--- src/rtl/lut4_sweep_pkg.sv ---
// Shared types and sizes for the 4-to-4 truth-table sweep controller.
//   sweep_state_e : controller FSM states
//   VEC_COUNT     : number of input codes swept (2**CODE_W)
//   CODE_W        : width of one input/output code
//   ERR_W         : mismatch counter width (must hold VEC_COUNT itself)
//   LAST_CODE     : highest input code, ends the sweep
package lut4_sweep_pkg;

    typedef enum logic [1:0] {
        IDLE   = 2'd0,
        WAIT   = 2'd1,
        SAMPLE = 2'd2,
        DONE   = 2'd3
    } sweep_state_e;

    localparam int unsigned VEC_COUNT = 16;
    localparam int unsigned CODE_W    = 4;
    localparam int unsigned ERR_W     = 5;

    localparam logic [CODE_W-1:0] LAST_CODE = 4'hF;

endpackage

--- src/rtl/lut4_golden_ram.sv ---
// 16 x 4 golden-result register file.
// Ports:
//   clk      : rising-edge clock
//   rst_n    : asynchronous active-low reset, clears every entry to zero
//   wr_en    : write request
//   wr_block : suppresses wr_en (held high while a sweep runs)
//   wr_addr  : entry to write
//   wr_data  : value to write
//   rd_addr  : entry to read (combinational read)
//   rd_data  : contents of rd_addr
module lut4_golden_ram
    import lut4_sweep_pkg::*;
(
    input  logic              clk,
    input  logic              rst_n,
    input  logic              wr_en,
    input  logic              wr_block,
    input  logic [CODE_W-1:0] wr_addr,
    input  logic [CODE_W-1:0] wr_data,
    input  logic [CODE_W-1:0] rd_addr,
    output logic [CODE_W-1:0] rd_data
);

    logic [CODE_W-1:0] mem_q [VEC_COUNT];
    logic [CODE_W-1:0] mem_d [VEC_COUNT];
    logic              wr_fire_s;

    assign wr_fire_s = wr_en & ~wr_block;

    // Next-state of the table: copy, then overlay the single permitted write.
    always_comb begin
        for (int i = 0; i < VEC_COUNT; i++) begin
            mem_d[i] = mem_q[i];
        end
        if (wr_fire_s) begin
            mem_d[wr_addr] = wr_data;
        end else begin
            mem_d[wr_addr] = mem_q[wr_addr];
        end
    end

    // Table storage with asynchronous clear.
    always_ff @(posedge clk or negedge rst_n) begin
        if (!rst_n) begin
            for (int i = 0; i < VEC_COUNT; i++) begin
                mem_q[i] <= 4'h0;
            end
        end else begin
            for (int i = 0; i < VEC_COUNT; i++) begin
                mem_q[i] <= mem_d[i];
            end
        end
    end

    assign rd_data = mem_q[rd_addr];

endmodule

--- src/rtl/lut4_sweep_controller.sv ---
// Sweeps all 16 input codes through an external combinational 4-to-4 unit,
// compares each settled result with a programmable golden table and reports
// the outcome.
// Ports:
//   clk, rst_n       : clock, asynchronous active-low reset
//   start            : begin a sweep (honoured only in IDLE or DONE)
//   abort            : drop any sweep and return to IDLE with cleared results
//   cfg_we/addr/data : golden-table write port (ignored while busy)
//   x_out            : code driven to the unit under control
//   y_in             : result returned by the unit under control
//   busy             : sweep in progress
//   done             : sweep finished, held until next start or abort
//   pass             : valid with done, high when no mismatch was seen
//   err_cnt          : number of mismatching codes, 0..16
//   first_err_valid  : at least one mismatch recorded
//   first_err_idx    : lowest mismatching code
module lut4_sweep_controller
    import lut4_sweep_pkg::*;
#(
    parameter int unsigned SETTLE = 2,
    parameter int unsigned W      = 4
)(
    input  logic             clk,
    input  logic             rst_n,
    input  logic             start,
    input  logic             abort,
    input  logic             cfg_we,
    input  logic [W-1:0]     cfg_addr,
    input  logic [W-1:0]     cfg_data,
    output logic [W-1:0]     x_out,
    input  logic [W-1:0]     y_in,
    output logic             busy,
    output logic             done,
    output logic             pass,
    output logic [ERR_W-1:0] err_cnt,
    output logic             first_err_valid,
    output logic [W-1:0]     first_err_idx
);

    // WAIT runs from the reload value down to zero inclusive, i.e. SETTLE cycles.
    localparam logic [3:0] CNT_RELOAD = 4'(SETTLE - 1);

    sweep_state_e      state_q, state_d;
    logic [CODE_W-1:0] idx_q, idx_d;
    logic [3:0]        cnt_q, cnt_d;
    logic [CODE_W-1:0] x_out_q, x_out_d;
    logic              busy_q, busy_d;
    logic              done_q, done_d;
    logic              pass_q, pass_d;
    logic [ERR_W-1:0]  err_cnt_q, err_cnt_d;
    logic              fev_q, fev_d;
    logic [CODE_W-1:0] fei_q, fei_d;

    logic [CODE_W-1:0] golden_s;
    logic              mismatch_s;
    logic [ERR_W-1:0]  err_sum_s;

    lut4_golden_ram u_golden (
        .clk      (clk),
        .rst_n    (rst_n),
        .wr_en    (cfg_we),
        .wr_block (busy_q),
        .wr_addr  (cfg_addr),
        .wr_data  (cfg_data),
        .rd_addr  (idx_q),
        .rd_data  (golden_s)
    );

    assign mismatch_s = (y_in != golden_s);
    // At most 16 increments follow each clear, so the 5-bit sum cannot wrap.
    assign err_sum_s  = err_cnt_q + ERR_W'(mismatch_s);

    // Next-state and output logic of the sweep FSM.
    always_comb begin
        state_d   = state_q;
        idx_d     = idx_q;
        cnt_d     = cnt_q;
        x_out_d   = x_out_q;
        busy_d    = busy_q;
        done_d    = done_q;
        pass_d    = pass_q;
        err_cnt_d = err_cnt_q;
        fev_d     = fev_q;
        fei_d     = fei_q;

        if (abort) begin
            state_d   = IDLE;
            idx_d     = 4'h0;
            cnt_d     = 4'h0;
            x_out_d   = 4'h0;
            busy_d    = 1'b0;
            done_d    = 1'b0;
            pass_d    = 1'b0;
            err_cnt_d = 5'd0;
            fev_d     = 1'b0;
            fei_d     = 4'h0;
        end else begin
            case (state_q)
                IDLE, DONE: begin
                    if (start) begin
                        state_d   = WAIT;
                        idx_d     = 4'h0;
                        cnt_d     = CNT_RELOAD;
                        x_out_d   = 4'h0;
                        busy_d    = 1'b1;
                        done_d    = 1'b0;
                        pass_d    = 1'b0;
                        err_cnt_d = 5'd0;
                        fev_d     = 1'b0;
                        fei_d     = 4'h0;
                    end else begin
                        state_d = state_q;
                    end
                end
                WAIT: begin
                    if (cnt_q == 4'd0) begin
                        state_d = SAMPLE;
                    end else begin
                        cnt_d = cnt_q - 4'd1;
                    end
                end
                SAMPLE: begin
                    err_cnt_d = err_sum_s;
                    if (mismatch_s && !fev_q) begin
                        fev_d = 1'b1;
                        fei_d = idx_q;
                    end else begin
                        fev_d = fev_q;
                        fei_d = fei_q;
                    end
                    if (idx_q == LAST_CODE) begin
                        // x_out keeps driving the last code while results are held.
                        state_d = DONE;
                        busy_d  = 1'b0;
                        done_d  = 1'b1;
                        pass_d  = (err_sum_s == 5'd0);
                    end else begin
                        state_d = WAIT;
                        idx_d   = idx_q + 4'd1;
                        x_out_d = idx_q + 4'd1;
                        cnt_d   = CNT_RELOAD;
                    end
                end
                default: begin
                    state_d = IDLE;
                    busy_d  = 1'b0;
                    done_d  = 1'b0;
                    pass_d  = 1'b0;
                end
            endcase
        end
    end

    // Controller state registers with asynchronous clear.
    always_ff @(posedge clk or negedge rst_n) begin
        if (!rst_n) begin
            state_q   <= IDLE;
            idx_q     <= 4'h0;
            cnt_q     <= 4'h0;
            x_out_q   <= 4'h0;
            busy_q    <= 1'b0;
            done_q    <= 1'b0;
            pass_q    <= 1'b0;
            err_cnt_q <= 5'd0;
            fev_q     <= 1'b0;
            fei_q     <= 4'h0;
        end else begin
            state_q   <= state_d;
            idx_q     <= idx_d;
            cnt_q     <= cnt_d;
            x_out_q   <= x_out_d;
            busy_q    <= busy_d;
            done_q    <= done_d;
            pass_q    <= pass_d;
            err_cnt_q <= err_cnt_d;
            fev_q     <= fev_d;
            fei_q     <= fei_d;
        end
    end

    assign x_out           = x_out_q;
    assign busy            = busy_q;
    assign done            = done_q;
    assign pass            = pass_q;
    assign err_cnt         = err_cnt_q;
    assign first_err_valid = fev_q;
    assign first_err_idx   = fei_q;

endmodule

--- config.mk ---
export PLATFORM = sky130hd
export DESIGN_NAME = lut4_sweep_controller
export DESIGN_NICKNAME = d
export VERILOG_FILES = /design/src/rtl/lut4_sweep_pkg.sv /design/src/rtl/lut4_golden_ram.sv /design/src/rtl/lut4_sweep_controller.sv
export SDC_FILE = /design/constraint.sdc
export NUM_CORES = 1
export LEC_CHECK = 0
export CAP_MARGIN = 15
export CORE_ASPECT_RATIO = 1.5
export CORE_UTILIZATION = 64
export CTS_CLUSTER_DIAMETER = 80
export DETAILED_ROUTE_END_ITERATION = 10
export GPL_ROUTABILITY_DRIVEN = 0
export PLACE_DENSITY = 0.95
export SETUP_SLACK_MARGIN = 0.05
export SLEW_MARGIN = 20
export SYNTH_ARGS = -nofsm -noshare
export SYNTH_HDL_FRONTEND = slang
export SYNTH_SLANG_ARGS = --single-unit
export TNS_END_PERCENT = 10
--- constraint.sdc ---
create_clock -name clk -period 7.03 [get_ports clk]
set_input_delay 1.406 -clock clk [delete_from_list [all_inputs] [get_ports clk]]
set_output_delay 1.406 -clock clk [all_outputs]
set_load 0.005 [all_outputs]
==> results of run 1 <==
worst min path at each step:
stage | from | to | slack (ns)
3_5_place_dp | u_golden.mem_q[19] | u_golden.mem_q[19] | 0.50
3_3_place_gp | u_golden.mem_q[16] | u_golden.mem_q[16] | 0.47
6_report | u_golden.mem_q[17] | u_golden.mem_q[17] | 0.52
2_1_floorplan | u_golden.mem_q[16] | u_golden.mem_q[16] | 0.46
4_1_cts | u_golden.mem_q[19] | u_golden.mem_q[19] | 0.52
5_1_grt | cnt_q[1] | cnt_q[1] | 0.56
registers in the layout, indices dropped and copies added, names as in the netlist:
register         flops
first_err_idx        4
x_out                4
done                 1
cnt_q                4
err_cnt              5
first_err_valid      1
busy                 1
state_q              2
u_golden.mem_q      64
pass                 1
metal layers:
metal	global-route usage, %	vias to the layer above	wire (um)
met4	23.8	0	799
met1	40.6	1961	4450
met3	9.15	75	1390
met5	0	-	0
li1	-	1731	-
met2	59.1	313	6460
stage by stage:
| step | hold WS (ns) | cells | util, % |
|---|---|---|---|
| global route | 0.555 | 589 | 73.7 |
| floorplan | 0.458 | 464 | - |
| global placement | 0.470 | 573 | 70.6 |
| CTS | 0.522 | 589 | 73.3 |
| detailed placement | 0.503 | 573 | 70.6 |
| finish | 0.519 | 589 | 73.7 |
where the power goes:
group / total (uW) / internal (uW) / switching, uW / leakage [uW]
Combinational: 479 / 229 / 251 / 0.000990
Clock: 359 / 173 / 185 / 0.0000916
Sequential: 747 / 634 / 113 / 0.00105
Total: 1590 / 1040 / 549 / 0.00213
worst reg2reg max path, delay by kind of cell (launching register included):
kind / cells / cell delay [ns]
flops: 1 / 0.80
fa+ha+maj: 2 / 0.52
mux: 1 / 0.41
xor+xnor: 1 / 0.21
compound gates: 4 / 0.93
buf+inv: 1 / 0.45
simple gates: 3 / 0.65
cell families (layout without fill, tap and decap cells):
| group | count (synthesis) | count (layout) | share of synthesized area (%) |
|---|---|---|---|
| flops | 87 | 87 | 44.7 |
| buf+inv | 34 | 59 | 4.21 |
| simple gates | 150 | 150 | 13.5 |
| mux | 55 | 55 | 19.8 |
| xor+xnor | 11 | 11 | 1.98 |
| fa+ha+maj | 7 | 7 | 1.80 |
| compound gates | 120 | 120 | 14.1 |
layout make-up:
class	instances	area (um^2)	share of cell area, %
sequential	87	2180	40.3
timing repair buffer	37	362	6.70
inverter	6	22.5	0.417
multi-input combinational	343	2510	46.6
clock buffer	11	141	2.62
clock inverter	5	57.6	1.07
tap	100	125	2.32
synthesized netlist by cell type (all sizes together) (9+ instances only):
cell type	instances
nand2	44
o21ai	40
buf	13
clkbuf	15
mux2i	19
dfrtp	87
mux2	12
mux4	24
a21oi	50
nand2b	9
xnor2	9
nor2	63
nor3	9
==> impl_metrics.py, run 1 <==
metrics = {
    "global_route": {
        "antenna_found_initial": 0,
        "grt_max_degree": 88,
        "first_global_vias": 4050,
        "globalRouteTotalUtil_pct": 35.8,
        "grt_first_pass_wirelength_mm": 20.5,
        "grt.overflow.total": 0,
    },
    "worst_setup_path": {
        "required_ns": 7.34,
        "crit_fanout": 21,
        "cpPeakStageDelay_ns": 0.80,
        "end_kind": "register",
        "path_common_cell": "ha_1",
        "critPathLaunchType": "register",
        "r2r_cells": 12,
        "path_depth": 12,
        "critPathKind": "reg -> reg",
        "path_buf_inv": 1,
        "crit_path_cell_trace": "buf_4 > mux2_2 > o22ai_1 > a221oi_1 > xnor2_1 > nand4_1 > o21a_1 > ha_1 > ha_1 > nor3_1 > nand3_1 > o21ai_0",
        "arrival_ns": 4.35,
        "r2r-end": "pass",
        "crit_path_start": "x_out[1]",
        "rrSetupSlack_ns": 2.99,
        "r2r_start": "x_out[1]",
        "cpMaxStageDelayCell": "dfrtp_1",
        "crit_end": "pass",
        "critPathTopFamily": "compound AO/OA/AOI/OAI gates",
    },
    "sta": {
        "setup_viol": 0,
        "rsz0062_at_grt": "false",
        "period_minus_slack_ns": 4.04,
        "worst_slack_ns": 2.99,
        "fin_crit_sh_pct": 57.5,
        "drv_slew": 0,
        "timing.fmax_ghz": 0.247,
        "tightest_slew_ns": 1.16,
        "skew_ns": 0.0165,
        "tns_ns": 0,
        "relSlewSlack_pct": 22.4,
        "finalHoldViolCount": 0,
    },
    "power": {
        "power_uw": 1590,
        "leakage_uw": 0.00213,
        "peakVddDrop_mv": 0.195,
        "power.density_nw_per_um2": 294,
    },
    "placement": {
        "dp_slack_ns": 2.78,
        "hpwlAfterDp_mm": 8.72,
        "portBuffers": 33,
        "dpl_cell_area_um2": 5170,
    },
    "drt": {
        "ant_nets": 0,
        "wire_per_inst_um": 22.2,
        "drt_first_pass_iters": 5,
        "vias_per_cell": 6.93,
        "drcViolationCount": 0,
        "num_vias": 4080,
        "drt-initial-drc-count": 515,
        "wirelength_mm": 13.1,
    },
    "clocking": {
        "clockRootBuffer": "clkbuf_8",
        "numCtsBuffers": 9,
        "clock_latency_ns": 0.38,
        "post_cts_resized": 0,
        "h-tree-depth": 3,
        "cts.clk_slew.worst_paths_ns": 0.09,
        "postCtsHoldBufs": 0,
        "cts_tree": "yes",
        "clock_path_buffers": 2,
        "postCtsSetupRepairBufs": 0,
        "clkSinkCount": 87,
    },
    "status": {
        "outcome": "finished clean",
    },
    "logic_synthesis": {
        "yosysTopAreaCellShare_pct": 44.7,
        "yosysSeqAreaShare_pct": 44.7,
        "synthTopCellsByArea": "dfrtp_1, mux4_1, a21oi_1, mux4_2, nor2_1",
        "netlist_area_um2": 4870,
        "syn_avg_cell_area_um2": 10.5,
        "synth_ff_type": "dfrtp_1",
        "synth-edff-count": 0,
        "ys_seq_elements": 87,
        "synthesis.nets": 488,
        "synth_area_leader_cell": "dfrtp_1",
        "netlist_instances": 464,
        "yosys_warnings": 0,
        "async_flop_share_pct": 100,
        "synth_cell_types": 45,
    },
    "floorplanning": {
        "die_w_um": 73.2,
        "core_um2": 7320,
        "die-area_um2": 7970,
        "initial_utilization_pct": 66.5,
        "rows": 38,
        "io_pins": 34,
        "dieHeight_um": 109,
    },
    "finish": {
        "syn_to_final_growth_pct": 10.8,
        "nNetsFinal": 508,
        "final_cell_mix": "dfrtp_1, nor2_1, a21oi_1",
        "drive_above_1_share_pct": 11.9,
        "antenna-diode-count": 0,
        "num-fill-cells": 473,
        "final_common_cell": "dfrtp_1",
        "stdcell_area_um2": 5400,
    },
    "flow_run": {
        "drv_cap": 0,
    },
    "min_path": {
        "hold_depth": 2,
        "hold_path_class": "reg -> reg",
    },
}
No activity file was read; power rests on OpenSTA's default activity.
==> run 2, diff against run 1 <==
--- a/config.mk
+++ b/config.mk
@@ -7,11 +7,11 @@
 export LEC_CHECK = 0
 export CAP_MARGIN = 15
 export CORE_ASPECT_RATIO = 1.5
-export CORE_UTILIZATION = 64
+export CORE_UTILIZATION = 59
 export CTS_CLUSTER_DIAMETER = 80
 export DETAILED_ROUTE_END_ITERATION = 10
 export GPL_ROUTABILITY_DRIVEN = 0
-export PLACE_DENSITY = 0.95
+export PLACE_DENSITY = 0.91
 export SETUP_SLACK_MARGIN = 0.05
 export SLEW_MARGIN = 20
 export SYNTH_ARGS = -nofsm -noshare
==> constraint.sdc (replaced) <==
create_clock -name clk -period 4 [get_ports clk]
set_input_delay 0.8 -clock clk [delete_from_list [all_inputs] [get_ports clk]]
set_output_delay 0.8 -clock clk [all_outputs]
set_load 0.005 [all_outputs]
==> run 2 against run 1 <==
- sequential power grew 78%
- hold slack lost 0.029 ns
- first-iteration DRC count shrank 1.6%
- register-to-register slack lost 2.5 ns
- cell count grew 3.1%
- non-clock buffer count grew 13
- combinational power grew 76%
- global-route usage shrank 3.9 points
- design area grew 3.9%
- critical path type unchanged
- largest cell class unchanged
- highest routed layer unchanged
==> impl_metrics.py, run 2 (same netlist as run 1, synthesis figures left out) <==
metrics = {
    "sta": {
        "tns_ns": 0,
        "rsz0062_at_grt": "false",
        "worst_slack_ns": 0.466,
        "fin_crit_sh_pct": 88.3,
        "setup_viol": 0,
        "tightest_slew_ns": 0.856,
        "relSlewSlack_pct": 42.5,
        "skew_ns": 0.00661,
        "drv_slew": 0,
        "finalHoldViolCount": 0,
        "hold_slack_ns": 0.491,
        "timing.fmax_ghz": 0.283,
        "period_minus_slack_ns": 3.53,
    },
    "power": {
        "swShare_pct": 32.4,
        "switching_power_uw": 988,
        "power.density_nw_per_um2": 543,
        "p_int_uw": 2060,
        "peakVddDrop_mv": 0.322,
        "leakage_uw": 0.00226,
        "clkPwrFrac_pct": 28.9,
        "combPwrFrac_pct": 27.6,
        "seq_power_share_pct": 43.5,
        "power_uw": 3050,
    },
    "clocking": {
        "cts_tree": "yes",
        "cts.clk_slew.worst_paths_ns": 0.06,
        "h-tree-depth": 3,
        "clock_path_buffers": 2,
        "clock_latency_ns": 0.34,
        "numCtsBuffers": 9,
        "clockRootBuffer": "clkbuf_16",
        "post_cts_resized": 0,
        "postCtsHoldBufs": 0,
        "postCtsSetupRepairBufs": 0,
        "clkSinkCount": 87,
    },
    "drt": {
        "wirelength_mm": 13.0,
        "drt-initial-drc-count": 507,
        "num_vias": 4118,
        "drcViolationCount": 0,
        "wire_per_inst_um": 21.4,
        "vias_per_cell": 6.78,
        "ant_nets": 0,
        "drt_first_pass_iters": 8,
    },
    "floorplanning": {
        "die_w_um": 76.2,
        "rows": 40,
        "die-area_um2": 8630,
        "core_um2": 8010,
        "initial_utilization_pct": 60.8,
        "io_pins": 34,
        "dieHeight_um": 113,
    },
    "global_route": {
        "grt_first_pass_wirelength_mm": 20.6,
        "first_global_vias": 4005,
        "globalRouteTotalUtil_pct": 31.9,
        "antenna_found_initial": 0,
        "grt_max_degree": 88,
        "grt.overflow.total": 0,
    },
    "min_path": {
        "hold_path_class": "in -> async",
    },
    "worst_setup_path": {
        "end_kind": "register",
        "critPathLaunchType": "register",
        "crit_fanout": 15,
        "critPathKind": "reg -> reg",
        "arrival_ns": 3.80,
        "r2r_cells": 11,
        "required_ns": 4.26,
    },
    "finish": {
        "multi_input_comb_area_um2": 2490,
        "final_cell_mix": "dfrtp_1, nor2_1, a21oi_1",
        "top_register": "u_golden.mem_q",
        "fin_util_pct": 70.1,
        "layout.area.seq_um2": 2180,
        "nNetsFinal": 521,
        "num-fill-cells": 526,
        "antenna-diode-count": 0,
        "syn_to_final_growth_pct": 15.2,
        "final_common_cell": "dfrtp_1",
        "drive_above_1_share_pct": 13.3,
        "largest_reg_flops": 64,
    },
    "flow_run": {
        "drv_cap": 0,
    },
    "placement": {
        "dp_slack_ns": 0.322,
        "hpwlAfterDp_mm": 8.84,
        "portBuffers": 33,
    },
    "status": {
        "outcome": "finished clean",
    },
}
## run 2: changes by cell type in the layout (fill, tap and decap cells not counted)
cell        before  now
nor3_1           4    9
buf_12           0    1
clkbuf_16        0    9
clkinvlp_4       3    0
clkbuf_8        10    3
buf_4            4   16
clkinv_4         0    2
clkbuf_1         1    0
nor3_2           5    0
## run 2: power groups by stage
stage                     clock network, uW  registers [uW]  logic, uW
after floorplan                           0            1250        667
final                                   880            1330        842
after global routing                    919            1340        914
after detailed placement                  0            1320        817
after global placement                    0            1300        768
after CTS                               885            1310        833
## run 2: area by class of cell
cell class / instances / share of cell area (%)
sequential: 87 / 38.8
tap: 105 / 2.34
clock buffer: 12 / 4.75
timing repair buffer: 50 / 8.41
inverter: 6 / 0.401
clock inverter: 4 / 0.937
multi-input combinational: 343 / 44.4
## run 2: critical path: stages (launching register included)
cell and delay [ns]:
dfrtp_1 0.78, nand2_1 0.38, o22ai_1 0.38, a221oi_1 0.13, xnor2_1 0.21, nand4_1 0.25, o21a_1 0.31, ha_1 0.22
ha_1 0.29, nor3_1 0.26, nand3_1 0.10, o21ai_0 0.14
## run 2: final timing paths
kind	from	endpoint	slack, ns
max in group asynchronous	rst_n	first_err_valid	2.94
min in group clk	u_golden.mem_q[18]	u_golden.mem_q[18]	0.51
setup reg to reg	x_out[3]	pass	0.47
hold / removal	rst_n	cnt_q[1]	0.49
setup / recovery	x_out[3]	pass	0.47
hold reg to reg	u_golden.mem_q[18]	u_golden.mem_q[18]	0.51
## run 2: layer usage
layer  vias to the layer above  track usage (%)  part of all wire [%]
met5                         -                0                     0
met4                         0             18.2                   5.2
met3                        70             8.31                   8.8
met2                       288             53.9                    52
met1                      1992             36.8                    34
li1                       1768                -                     -
## run 2: metrics by stage
stage	cell area, um^2	std cells
after detailed placement	5290	591
after floorplan	4870	464
after CTS	5610	607
after global placement	5290	591
after global routing	5610	607
final	5610	607
